==> src/rtl/cordic_pkg.sv <==
`default_nettype none
// ============================================================================
//  Package : cordic_pkg
//  Shared widths, latency, FSM state type and handy angle constants for the
//  CORDIC phase generator (2^32 = 360 degrees).
//  Revision: 1.0 - initial release
// ============================================================================
package cordic_pkg;

  localparam int PHASE_W    = 32;
  localparam int COUNT_W    = 16;
  localparam int CORDIC_LAT = 16;

  typedef enum logic [1:0] {
    IDLE  = 2'd0,
    RUN   = 2'd1,
    DRAIN = 2'd2
  } state_e;

  localparam logic [31:0] DEG45 = 32'h2000_0000;
  localparam logic [31:0] DEG90 = 32'h4000_0000;
  localparam logic [31:0] DEG1  = 32'd11930465;

endpackage
`default_nettype wire

==> src/rtl/valid_delay_line.sv <==
`default_nettype none
// ============================================================================
//  Module  : valid_delay_line
//  1-bit shift register mirroring the sine_cosine pipeline. tap is the input
//  delayed DEPTH cycles; any_set flags a live sample anywhere in the line;
//  empty_next says the line will hold nothing after the coming edge.
//  Revision: 1.0 - initial release
// ============================================================================
module valid_delay_line #(
  parameter int DEPTH = 16
) (
  input  logic clk,
  input  logic rst,
  input  logic in_bit,
  output logic tap,
  output logic any_set,
  output logic empty_next
);

  logic [DEPTH-1:0] sr_q;
  logic [DEPTH-1:0] sr_d;

  generate
    if (DEPTH == 1) begin : g_single
      // Single stage: the line is just one flop
      always_comb sr_d = in_bit;
    end else begin : g_chain
      // Shift toward the tap by one stage every cycle
      always_comb sr_d = {sr_q[DEPTH-2:0], in_bit};
    end
  endgenerate

  // Shift register, cleared immediately by reset
  always_ff @(posedge clk or posedge rst) begin
    if (rst) sr_q <= '0;
    else     sr_q <= sr_d;
  end

  assign tap        = sr_q[DEPTH-1];
  assign any_set    = |sr_q;
  assign empty_next = ~|sr_d;

endmodule
`default_nettype wire

==> src/rtl/cordic_phase_gen.sv <==
`default_nettype none
// ============================================================================
//  Module  : cordic_phase_gen
//  NCO angle source for sine_cosine: issues a burst or continuous run of
//  phase angles and tracks CORDIC latency to flag valid Xout/Yout cycles.
//  Revision: 1.0 - initial release
// ============================================================================
module cordic_phase_gen #(
  parameter int PHASE_W    = cordic_pkg::PHASE_W,
  parameter int COUNT_W    = cordic_pkg::COUNT_W,
  parameter int CORDIC_LAT = cordic_pkg::CORDIC_LAT
) (
  input  logic               CLK_100MHZ,
  input  logic               RST,
  input  logic               start,
  input  logic               stop,
  input  logic [PHASE_W-1:0] phase_init,
  input  logic [PHASE_W-1:0] phase_step,
  input  logic [COUNT_W-1:0] num_samples,
  output logic [PHASE_W-1:0] angle,
  output logic               angle_valid,
  output logic               result_valid,
  output logic               busy,
  output logic               done
);

  import cordic_pkg::state_e;
  import cordic_pkg::IDLE;
  import cordic_pkg::RUN;
  import cordic_pkg::DRAIN;

  state_e             state_q, state_d;
  logic [PHASE_W-1:0] angle_q, angle_d;
  logic [PHASE_W-1:0] step_q, step_d;
  logic [COUNT_W-1:0] count_q, count_d;   // samples still to issue after the current one
  logic               cont_q, cont_d;     // continuous run: counter frozen
  logic               angle_valid_q, angle_valid_d;
  logic               done_q, done_d;

  logic               dl_tap;
  logic               dl_any_set;
  logic               dl_empty_next;
  logic               run_end;

  // Result-valid tracking through the CORDIC latency
  valid_delay_line #(
    .DEPTH (CORDIC_LAT)
  ) u_valid_delay (
    .clk        (CLK_100MHZ),
    .rst        (RST),
    .in_bit     (angle_valid_q),
    .tap        (dl_tap),
    .any_set    (dl_any_set),
    .empty_next (dl_empty_next)
  );

  // A run stops issuing after a stop request or once the burst count is spent
  assign run_end = stop || (!cont_q && (count_q == '0));

  // State and datapath registers
  always_ff @(posedge CLK_100MHZ or posedge RST) begin
    if (RST) begin
      state_q       <= IDLE;
      angle_q       <= '0;
      step_q        <= '0;
      count_q       <= '0;
      cont_q        <= 1'b0;
      angle_valid_q <= 1'b0;
      done_q        <= 1'b0;
    end else begin
      state_q       <= state_d;
      angle_q       <= angle_d;
      step_q        <= step_d;
      count_q       <= count_d;
      cont_q        <= cont_d;
      angle_valid_q <= angle_valid_d;
      done_q        <= done_d;
    end
  end

  // Next-state logic; DRAIN leaves on the edge that empties the delay line
  always_comb begin
    state_d = state_q;
    case (state_q)
      IDLE:    if (start)         state_d = RUN;
      RUN:     if (run_end)       state_d = DRAIN;
      DRAIN:   if (dl_empty_next) state_d = IDLE;
      default:                    state_d = IDLE;
    endcase
  end

  // Datapath and output next values: latch on start, accumulate in RUN
  always_comb begin
    angle_d       = angle_q;
    step_d        = step_q;
    count_d       = count_q;
    cont_d        = cont_q;
    angle_valid_d = 1'b0;
    done_d        = 1'b0;
    case (state_q)
      IDLE: begin
        if (start) begin
          angle_d       = phase_init;
          step_d        = phase_step;
          cont_d        = (num_samples == '0);
          count_d       = (num_samples == '0) ? '0 : num_samples - COUNT_W'(1);
          angle_valid_d = 1'b1;
        end
      end
      RUN: begin
        if (!run_end) begin
          angle_d       = angle_q + step_q;
          angle_valid_d = 1'b1;
          if (!cont_q) count_d = count_q - COUNT_W'(1);
        end
      end
      DRAIN: begin
        // The last live result is leaving the line on this edge
        done_d = dl_any_set && dl_empty_next;
      end
      default: ;
    endcase
  end

  assign angle        = angle_q;
  assign angle_valid  = angle_valid_q;
  assign result_valid = dl_tap;
  assign busy         = (state_q != IDLE);
  assign done         = done_q;

endmodule
`default_nettype wire

==> config.mk <==
export PLATFORM = sky130hd
export DESIGN_NAME = cordic_phase_gen
export DESIGN_NICKNAME = d
export VERILOG_FILES = /design/src/rtl/cordic_pkg.sv /design/src/rtl/valid_delay_line.sv /design/src/rtl/cordic_phase_gen.sv
export SDC_FILE = /design/constraint.sdc
export NUM_CORES = 1
export LEC_CHECK = 0
export ABC_AREA = 0
export ABC_CLOCK_PERIOD_IN_PS = 4000
export BUFFER_PORTS_ARGS = -buffer_cell sky130_fd_sc_hd__buf_2
export CORE_MARGIN = 3
export CORE_UTILIZATION = 56
export CTS_BUF_LIST = sky130_fd_sc_hd__clkbuf_16
export DETAILED_ROUTE_END_ITERATION = 8
export PLACE_DENSITY_LB_ADDON = 0.15
export SYNTH_ARGS = -nofsm -noshare
export SYNTH_HDL_FRONTEND = slang
export SYNTH_SLANG_ARGS = --single-unit
export TNS_END_PERCENT = 1
==> constraint.sdc <==
create_clock -name CLK_100MHZ -period 4 [get_ports CLK_100MHZ]
set_input_delay 0.4 -clock CLK_100MHZ [delete_from_list [all_inputs] [get_ports CLK_100MHZ]]
set_output_delay 0.4 -clock CLK_100MHZ [all_outputs]
set_load 0.1 [all_outputs]
==> key figures, run 1 <==
Outcome
  • Outcome: finished clean

Drt
  • WL met2: 7980 µm
  • First DRT Iteration DRCs: 462
  • DRT Wirelength: 17000 µm
  • Antenna-violating nets left: 0
  • Vias per cell: 5.97
  • Post-route DRC: 0
  • Met3 routed WL: 1010 µm
  • DR vias: 5900
  • Average wire per standard cell: 17.2 µm
  • M1 WL: 7600 µm
  • Drt pass-1 iters: 5
  • Max Used Layer: met4

Logic synthesis
  • Synth Area in Simple Gates: 0.218
  • Cell taking the most area after synthesis: dfrtp_1
  • Synth top cells by count: nand2_1, dfrtp_1, a21oi_1
  • Post-synth top area share: 0.410
  • Cell count after synthesis: 744
  • Post-Syn Area: 6160 µm²
  • Adder-cell area share of the yosys netlist: 0.0743
  • Ys flop type: dfrtp_1
  • #FFs+latches synth: 101
  • Post-synthesis mux area share: 0
  • Yosys warns: 0
  • Cell variety after synth: 57
  • Post-Synth XOR/XNOR Area: 0.0512
  • Main combinational cell family by area after synthesis: simple AND/OR/NAND/NOR gates
  • Dominant cells by area after synthesis: dfrtp_1, nand2_1, ha_1, a21oi_1, o21ai_0
  • Syn Nets: 864
  • Most frequent cell after synthesis: nand2_1
  • Compound-Gate Fraction of Synth Area: 0.215
  • Asr flop ratio synth: 1.00
  • Avg Inst Size Synth: 8.28 µm²
  • Sequential-to-total area share from yosys stat: 0.410
  • Number of flops mapped to enable cells by yosys: 0

Hold path
  • Hold crit path type: primary input to flip-flop
  • Worst Hold Launch: phase_step[1]

Clock tree
  • Clock transition at path regs: 0.07 ns
  • Post-CTS setup repair buffer count: 0
  • H-tree depth: 3
  • Root Buffer Master: clkbuf_16
  • CTS max path bufs: 2
  • CTS tree: done
  • Clock insertion delay at the later pin of the skew report: 0.36 ns
  • CTS Sinks: 101
  • Total CTS buffers: 9
  • Cts hold-fix bufs: 0
  • Resized cells post-CTS: 0

Worst setup path
  • Worst reg2reg path startpoint: angle[0]
  • Max FO, Critical Path: 4
  • Crit. End Element: flip-flop
  • Crit Path Class: flip-flop to flip-flop
  • Critical Path Start: angle[0]
  • WP data arrival: 3.73 ns
  • Critical Path Slowest Stage Cell: a2111oi_1
  • Critical Path Source Type: flip-flop
  • Critical Path RT: 4.24 ns
  • Critical-path cell list: ha_1 -> fa_1 -> a211oi_1 -> nor2_1 -> or4_1 -> a2111oi_1 -> o41ai_1 -> a21o_1 -> a21oi_1 -> xor2_1 -> o21ai_0
  • Slowest stage delay, CP: 0.56 ns

STA
  • Crit path time final: 3.49 ns
  • Clock skew: 0.0114 ns
  • Final Hold Fails: 0
  • Slew @ Worst Pin: 1.00 ns
  • # setup viols final: 0
  • Final Cycle Share: 0.873
  • Slew Limit Fails: 0
  • Slew HR: 0.334
  • Fmax: 286 MHz
  • Sum Neg Setup Slack: 0 ns
  • Worst hold slack: 0.230 ns
  • RSZ-0062 raised after global routing: no

Floorplan
  • I/O Pins: 120
  • Num rows: 37
  • Core region area: 10500 µm²
  • Vert. Die Dim: 111 µm
  • Die Wd: 111 µm
  • Die ar.: 12300 µm²
  • Initial core utilization: 0.586

Flow run
  • Max_cap viols: 0

Placement
  • Gpl congestion: 0.945
  • Port bufs: 119
  • Half-perimeter wire length after detailed placement: 12000 µm

Finish
  • Share of cells above drive strength 1: 0.179
  • Fillers: 845
  • Register area: 2530 µm²
  • ANT cells: 0
  • Final-stage net count: 968
  • Multi-input logic area: 3450 µm²
  • Area delta synth->final: 17.2%
  • Final core utilization: 0.687

Global route
  • First-pass GRT wire length: 27900 µm
  • Vias in the first global route: 5759
  • Antenna violations before repair: 0
  • Total GRT Usage: 0.276
  • Largest net degree at the start of global routing: 83
  • Total gr overflow: 0
==> registers in the layout (all words and copies together) (netlist names) <==
signal              cells
angle                  32
angle_valid             1
cont_q                  1
count_q                16
done                    1
state_q                 2
step_q                 32
u_valid_delay.sr_q     16
==> cell type report <==
cell class,instances,share of cell area
Clock buffer,9,0.0312
Clock inverter,7,0.0192
Inverter,15,0.00814
Multi-Input combinational cell,594,0.477
Sequential cell,101,0.350
Tap cell,136,0.0236
Timing Repair Buffer,127,0.0908
==> critical path: cells and delay by family, from the launching register on <==
family | cells | cell delay (ns)
flops | 1 | 0.40
fa+ha+maj | 2 | 0.68
simple gates | 2 | 0.64
xor+xnor | 1 | 0.16
compound gates | 6 | 1.50
==> per-layer routing <==
metal | vias up | track usage
met5 | - | 0
met2 | 222 | 0.447
li1 | 2831 | -
met4 | 0 | 0.0780
met3 | 37 | 0.0644
met1 | 2810 | 0.372
==> logic make-up after synthesis <==
logic type               count (synthesis)
XOR/XNOR                                36
AO/OA/AOI/OAI                          218
adder cells (fa/ha/maj)                 36
flip-flops                             101
buffers and inverters                   49
AND/OR/NAND/NOR                        304
==> layout by cell type (no fill, tap or decap), types with 5 or more instances in the layout <==
master and instances:
o21bai_1 5, a211oi_1 7, nand3_1 16, nand4_1 7
clkbuf_16 9, ha_1 35, a31oi_1 10, a22o_1 7
a21oi_1 75, buf_4 8, inv_1 14, nand2_1 152
nor2_1 71, xor2_1 12, o21ai_0 56, nor3_1 18
buf_2 119, a21o_1 21, xnor2_1 24, nor4_1 9
and3_1 6, dfrtp_1 101
==> stage by stage <==
| stage | setup WS (ns) | instances | area (µm²) |
|---|---|---|---|
| floorplan | 0.406 | 744 | 6160 |
| global placement | 0.663 | 973 | 6860 |
| detailed placement | 0.569 | 973 | 6860 |
| CTS | 0.543 | 989 | 7220 |
| global route | 0.353 | 989 | 7220 |
| finish | 0.506 | 989 | 7220 |
==> worst paths after layout <==
kind	cells after the start	slack, ns	endpoint
hold reg to reg	0	0.38	u_valid_delay.sr_q[12]
setup reg to reg	11	0.51	angle[24]
hold / removal	3	0.23	step_q[1]
min in group asynchronous	2	0.27	count_q[7]
setup / recovery	11	0.51	angle[24]
max in group asynchronous	3	2.87	angle[13]
Power of run 1 is not shown: default switching activity piles up to over one toggle a cycle in this logic, so the estimate is an artifact.
==> run 2: changes to the inputs <==
--- a/config.mk
+++ b/config.mk
@@ -12,7 +12,7 @@
 export CORE_UTILIZATION = 56
 export CTS_BUF_LIST = sky130_fd_sc_hd__clkbuf_16
 export DETAILED_ROUTE_END_ITERATION = 8
-export PLACE_DENSITY_LB_ADDON = 0.15
+export PLACE_DENSITY_LB_ADDON = 0.12
 export SYNTH_ARGS = -nofsm -noshare
 export SYNTH_HDL_FRONTEND = slang
 export SYNTH_SLANG_ARGS = --single-unit
==> key figures, run 2 (same netlist as run 1, synthesis figures left out) <==
Drt
  • Post-route DRC: 0 (unchanged)
  • First DRT Iteration DRCs: 455 (-1.5%)
  • Vias per cell: 5.99 (+0.37%)
  • Average wire per standard cell: 16.8 µm (-2.2%)
  • Antenna-violating nets left: 0 (unchanged)
  • DR vias: 5916 (+0.27%)
  • Drt pass-1 iters: 5 (unchanged)
  • DRT Wirelength: 16600 µm (-2.3%)

Finish
  • ANT cells: 0 (unchanged)
  • Fillers: 867 (+2.6%)
  • Final-stage net count: 967 (-0.10%)
  • Most frequent cells in the layout: nand2_1, buf_2, dfrtp_1, a21oi_1, nor2_1
  • Register area: 2530 µm² (unchanged)
  • Share of cells above drive strength 1: 0.177 (-0.00214)
  • Final core utilization: 0.682 (-0.00536)
  • Multi-input logic area: 3450 µm² (unchanged)
  • Commonest non-fill, non-tap cell in the layout: nand2_1
  • Area delta synth->final: 16.3%

Outcome
  • Outcome: finished clean

Flow run
  • Max_cap viols: 0 (unchanged)

Clock tree
  • Total CTS buffers: 9 (unchanged)
  • Resized cells post-CTS: 0 (unchanged)
  • Clock transition at path regs: 0.07 ns (about the same)
  • Cts hold-fix bufs: 0 (unchanged)
  • H-tree depth: 3 (unchanged)
  • Post-CTS setup repair buffer count: 0 (unchanged)
  • CTS tree: done
  • CTS Sinks: 101 (unchanged)
  • Clock insertion delay at the later pin of the skew report: 0.35 ns (about the same)
  • Root Buffer Master: clkbuf_16
  • CTS max path bufs: 2 (unchanged)

STA
  • Slew HR: 0.273 (-0.0608)
  • Slew Limit Fails: 0 (unchanged)
  • RSZ-0062 raised after global routing: no
  • Sum Neg Setup Slack: 0 ns (unchanged)
  • Slew @ Worst Pin: 1.08 ns (+0.0840 ns)
  • Fmax: 287 MHz (+0.42%)
  • Final Hold Fails: 0 (unchanged)
  • Final Cycle Share: 0.870 (-0.00365)
  • Crit path time final: 3.48 ns (-0.0146 ns)
  • # setup viols final: 0 (unchanged)
  • Clock skew: 0.00991 ns (-0.00153 ns)
  • Worst hold slack: 0.236 ns (+0.00640 ns)

Worst setup path
  • WP data arrival: 3.70 ns (-0.03 ns)
  • Crit Path Class: flip-flop to flip-flop
  • Critical Path Source Type: flip-flop
  • Slowest stage delay, CP: 0.54 ns (-0.02 ns)
  • Critical-path cell list: ha_1 -> fa_1 -> a211oi_1 -> nor2_1 -> or4_1 -> a2111oi_1 -> nor2_1 -> a31oi_1 -> o21bai_1 -> xnor2_1 -> o21ai_0
  • Buffers and inverters on the worst path: 0 (unchanged)
  • Critical Path RT: 4.22 ns (-0.02 ns)
  • Critical Path Slowest Stage Cell: or4_1
  • Crit-path leading delay family: compound AO/OA/AOI/OAI gates
  • Max FO, Critical Path: 4 (unchanged)
  • Crit path top cell by count: nor2_1
  • Crit. End Element: flip-flop

Floorplan
  • Die ar.: 12300 µm² (unchanged)
  • Vert. Die Dim: 111 µm (unchanged)
  • Core region area: 10500 µm² (unchanged)
  • I/O Pins: 120 (unchanged)
  • Num rows: 37 (unchanged)
  • Initial core utilization: 0.586 (unchanged)
  • Die Wd: 111 µm (unchanged)

Placement
  • Port bufs: 119 (unchanged)
  • Half-perimeter wire length after detailed placement: 11800 µm (-1.7%)
  • Gpl congestion: 0.945 (about the same)

Hold path
  • Hold crit path type: primary input to async pin

Global route
  • Antenna violations before repair: 0 (unchanged)
  • Total GRT Usage: 0.273 (-0.00293)
  • First-pass GRT wire length: 27900 µm (about the same)
  • Total gr overflow: 0 (unchanged)
  • Largest net degree at the start of global routing: 75 (-9.6%)
  • Vias in the first global route: 5941 (+3.2%)
run 2: cell count changes in the layout (fill, tap and decap cells not counted):
cell	previous run	this run
clkinv_4	0	1
clkinvlp_4	2	0
inv_6	0	1
buf_4	8	7
bufinv_16	4	2
clkinv_1	1	2
clkinv_2	0	1
run 2: final timing paths:
kind | slack [ns] | endpoint | cells after the start | from
max | 0.52 | angle[22] | 11 | angle[0]
min | 0.24 | angle[3] | 2 | RST
max reg2reg | 0.52 | angle[22] | 11 | angle[0]
min reg2reg | 0.38 | u_valid_delay.sr_q[3] | 0 | u_valid_delay.sr_q[2]
max in group asynchronous | 2.80 | angle[12] | 3 | RST
min in group CLK_100MHZ | 0.24 | step_q[0] | 3 | phase_step[0]
run 2: final cells by class:
class | count | share of cell area
clock buffer | 9 | 0.0314
clock inverter | 7 | 0.0126
inverter | 15 | 0.00821
multi-input combinational | 594 | 0.481
sequential | 101 | 0.353
tap | 136 | 0.0237
timing repair buffer | 126 | 0.0904
run 2: stage by stage:
| step | cells | worst slack (ns) | cell area (µm²) |
|---|---|---|---|
| floorplan | 744 | 0.406 | 6160 |
| global placement | 972 | 0.657 | 6850 |
| detailed placement | 972 | 0.660 | 6850 |
| CTS | 988 | 0.615 | 7170 |
| global route | 988 | 0.271 | 7170 |
| finish | 988 | 0.521 | 7170 |
run 2: metal layers:
layer  GRT usage  routed length [µm]  vias up
met1       0.351                7260     2819
met4       0.101                 401        0
met5           0                   0        -
met2       0.451                7950      218
li1            -                   -     2837
met3      0.0633                 979       42
Power of run 2 is left out for the same reason.
==> run 3: changes to the inputs <==
--- a/config.mk
+++ b/config.mk
@@ -8,11 +8,12 @@
 export ABC_AREA = 0
 export ABC_CLOCK_PERIOD_IN_PS = 4000
 export BUFFER_PORTS_ARGS = -buffer_cell sky130_fd_sc_hd__buf_2
+export CAP_MARGIN = 25
 export CORE_MARGIN = 3
 export CORE_UTILIZATION = 56
 export CTS_BUF_LIST = sky130_fd_sc_hd__clkbuf_16
 export DETAILED_ROUTE_END_ITERATION = 8
-export PLACE_DENSITY_LB_ADDON = 0.12
+export PLACE_DENSITY_LB_ADDON = 0.05
 export SYNTH_ARGS = -nofsm -noshare
 export SYNTH_HDL_FRONTEND = slang
 export SYNTH_SLANG_ARGS = --single-unit
==> key figures, run 3 (same netlist as run 1, synthesis figures left out) <==
Floorplan
  • Die Wd: 111 µm (unchanged)
  • Initial core utilization: 0.586 (unchanged)
  • Vert. Die Dim: 111 µm (unchanged)
  • Core region area: 10500 µm² (unchanged)
  • Num rows: 37 (unchanged)
  • Die ar.: 12300 µm² (unchanged)
  • I/O Pins: 120 (unchanged)

Drt
  • Drt pass-1 iters: 5 (unchanged)
  • Post-route DRC: 0 (unchanged)
  • DR vias: 5900 (-0.27%)
  • Average wire per standard cell: 16.6 µm (-1.3%)
  • Vias per cell: 5.95 (-0.67%)
  • DRT Wirelength: 16400 µm (-0.89%)
  • Antenna-violating nets left: 0 (unchanged)
  • First DRT Iteration DRCs: 514 (+13%)

Flow run
  • Max_cap viols: 0 (unchanged)

Worst setup path
  • Setup slack on the worst flop-to-flop path: 0.57 ns (+0.04 ns)
  • Crit. End Element: flip-flop
  • Critical Path Source Type: flip-flop
  • Max FO, Critical Path: 4 (unchanged)
  • R2R cell count: 11 (unchanged)
  • Worst reg2reg path startpoint: angle[0]
  • Crit Path Class: flip-flop to flip-flop
  • Critical Path RT: 4.23 ns (about the same)
  • Reg2reg end: angle[24]
  • WP data arrival: 3.66 ns (-0.04 ns)

STA
  • Slew Limit Fails: 0 (unchanged)
  • # setup viols final: 0 (unchanged)
  • Crit path time final: 3.43 ns (-0.0443 ns)
  • Setup ws final: 0.565 ns (+0.0443 ns)
  • Slew @ Worst Pin: 0.851 ns (-0.232 ns)
  • Fmax: 291 MHz (+1.3%)
  • RSZ-0062 raised after global routing: no
  • Clock skew: 0.00864 ns (-0.00127 ns)
  • Sum Neg Setup Slack: 0 ns (unchanged)
  • Final Cycle Share: 0.859 (-0.0111)
  • Final Hold Fails: 0 (unchanged)
  • Slew HR: 0.427 (+0.154)

Placement
  • Half-perimeter wire length after detailed placement: 11800 µm (about the same)
  • Gpl congestion: 0.933 (-1.3%)
  • Area after DPL: 6860 µm² (+0.11%)
  • Placement Setup Slack: 0.620 ns (-0.0400 ns)
  • Port bufs: 119 (unchanged)

Clock tree
  • CTS max path bufs: 2 (unchanged)
  • CTS Sinks: 101 (unchanged)
  • Clock transition at path regs: 0.07 ns (about the same)
  • CTS tree: done
  • Post-CTS setup repair buffer count: 0 (unchanged)
  • H-tree depth: 3 (unchanged)
  • Total CTS buffers: 9 (unchanged)
  • Resized cells post-CTS: 0 (unchanged)
  • Clock insertion delay at the later pin of the skew report: 0.35 ns (about the same)
  • Root Buffer Master: clkbuf_16

Finish
  • Fillers: 868 (+0.12%)
  • Final-stage net count: 971 (+0.41%)
  • Area delta synth->final: 16.7%
  • Post-route design area: 7190 µm² (+0.31%)
  • Share of cells above drive strength 1: 0.178 (+0.000340)
  • Commonest non-fill, non-tap cell in the layout: nand2_1
  • Multi-input logic area: 3450 µm² (unchanged)
  • Most frequent cells in the layout: nand2_1, buf_2, dfrtp_1, a21oi_1, nor2_1
  • Final core utilization: 0.684 (+0.00214)
  • ANT cells: 0 (unchanged)
  • Register area: 2530 µm² (unchanged)

Global route
  • Total gr overflow: 0 (unchanged)
  • Largest net degree at the start of global routing: 78 (+4.0%)
  • Vias in the first global route: 5816 (-2.1%)
  • First-pass GRT wire length: 27600 µm (-0.99%)
  • Total GRT Usage: 0.272 (-0.000868)
  • Antenna violations before repair: 0 (unchanged)

Hold path
  • Hold crit path type: primary input to flip-flop
  • Hold Crit Depth: 3
  • Worst Hold Endpoint: step_q[28]
  • Worst Hold Launch: phase_step[28]

Outcome
  • Outcome: finished clean
==> run 3: cell count changes in the layout (fill, tap and decap cells not counted), sizes merged <==
cell / before / now
buf: 126 / 129
bufinv: 2 / 1
clkinv: 4 / 2
clkinvlp: 0 / 2
dlygate4sd3: 0 / 1
inv: 16 / 17
==> run 3: area by class of cell <==
type / count / area share
Multi-Input combinational cell: 594 / 0.479
Sequential cell: 101 / 0.352
Timing Repair Buffer: 130 / 0.0975
Clock buffer: 9 / 0.0313
Tap cell: 136 / 0.0237
Clock inverter: 7 / 0.00836
Inverter: 15 / 0.00818
==> run 3: critical path, stage by stage, from the launching register on <==
cell,delay [ns]
dfrtp_1,0.40
ha_1,0.24
fa_1,0.43
a211oi_1,0.26
nor2_1,0.11
or4_1,0.52
a2111oi_1,0.54
o41ai_1,0.20
a21o_1,0.21
a21oi_1,0.17
xor2_1,0.16
o21ai_0,0.08
==> run 3: through the flow <==
stage	hold slack, ns	cells
2_1_floorplan	0.354	744
3_3_place_gp	0.362	973
3_5_place_dp	0.371	973
4_1_cts	0.221	989
5_1_grt	0.235	992
6_report	0.233	992
==> run 3: per-layer routing <==
metal  global-route usage  routed length [µm]
met1                0.366                7390
met2                0.442                7780
met3               0.0606                 955
met4               0.0821                 312
met5                    0                   0
==> run 3: worst max path at each step <==
stage,from,to
CTS,angle[0],angle[24]
global route,angle[0],angle[22]
detailed placement,angle[0],angle[24]
finish,angle[0],angle[24]
global placement,angle[0],angle[24]
floorplan,angle[0],angle[24]
==> run 3: repair_timing <==
item / CTS / global route
setup endpoints to repair: 0 / 0
hold buffers: 0 / 1
hold endpoints to repair: 0 / 5
Power of run 3 is left out for the same reason.
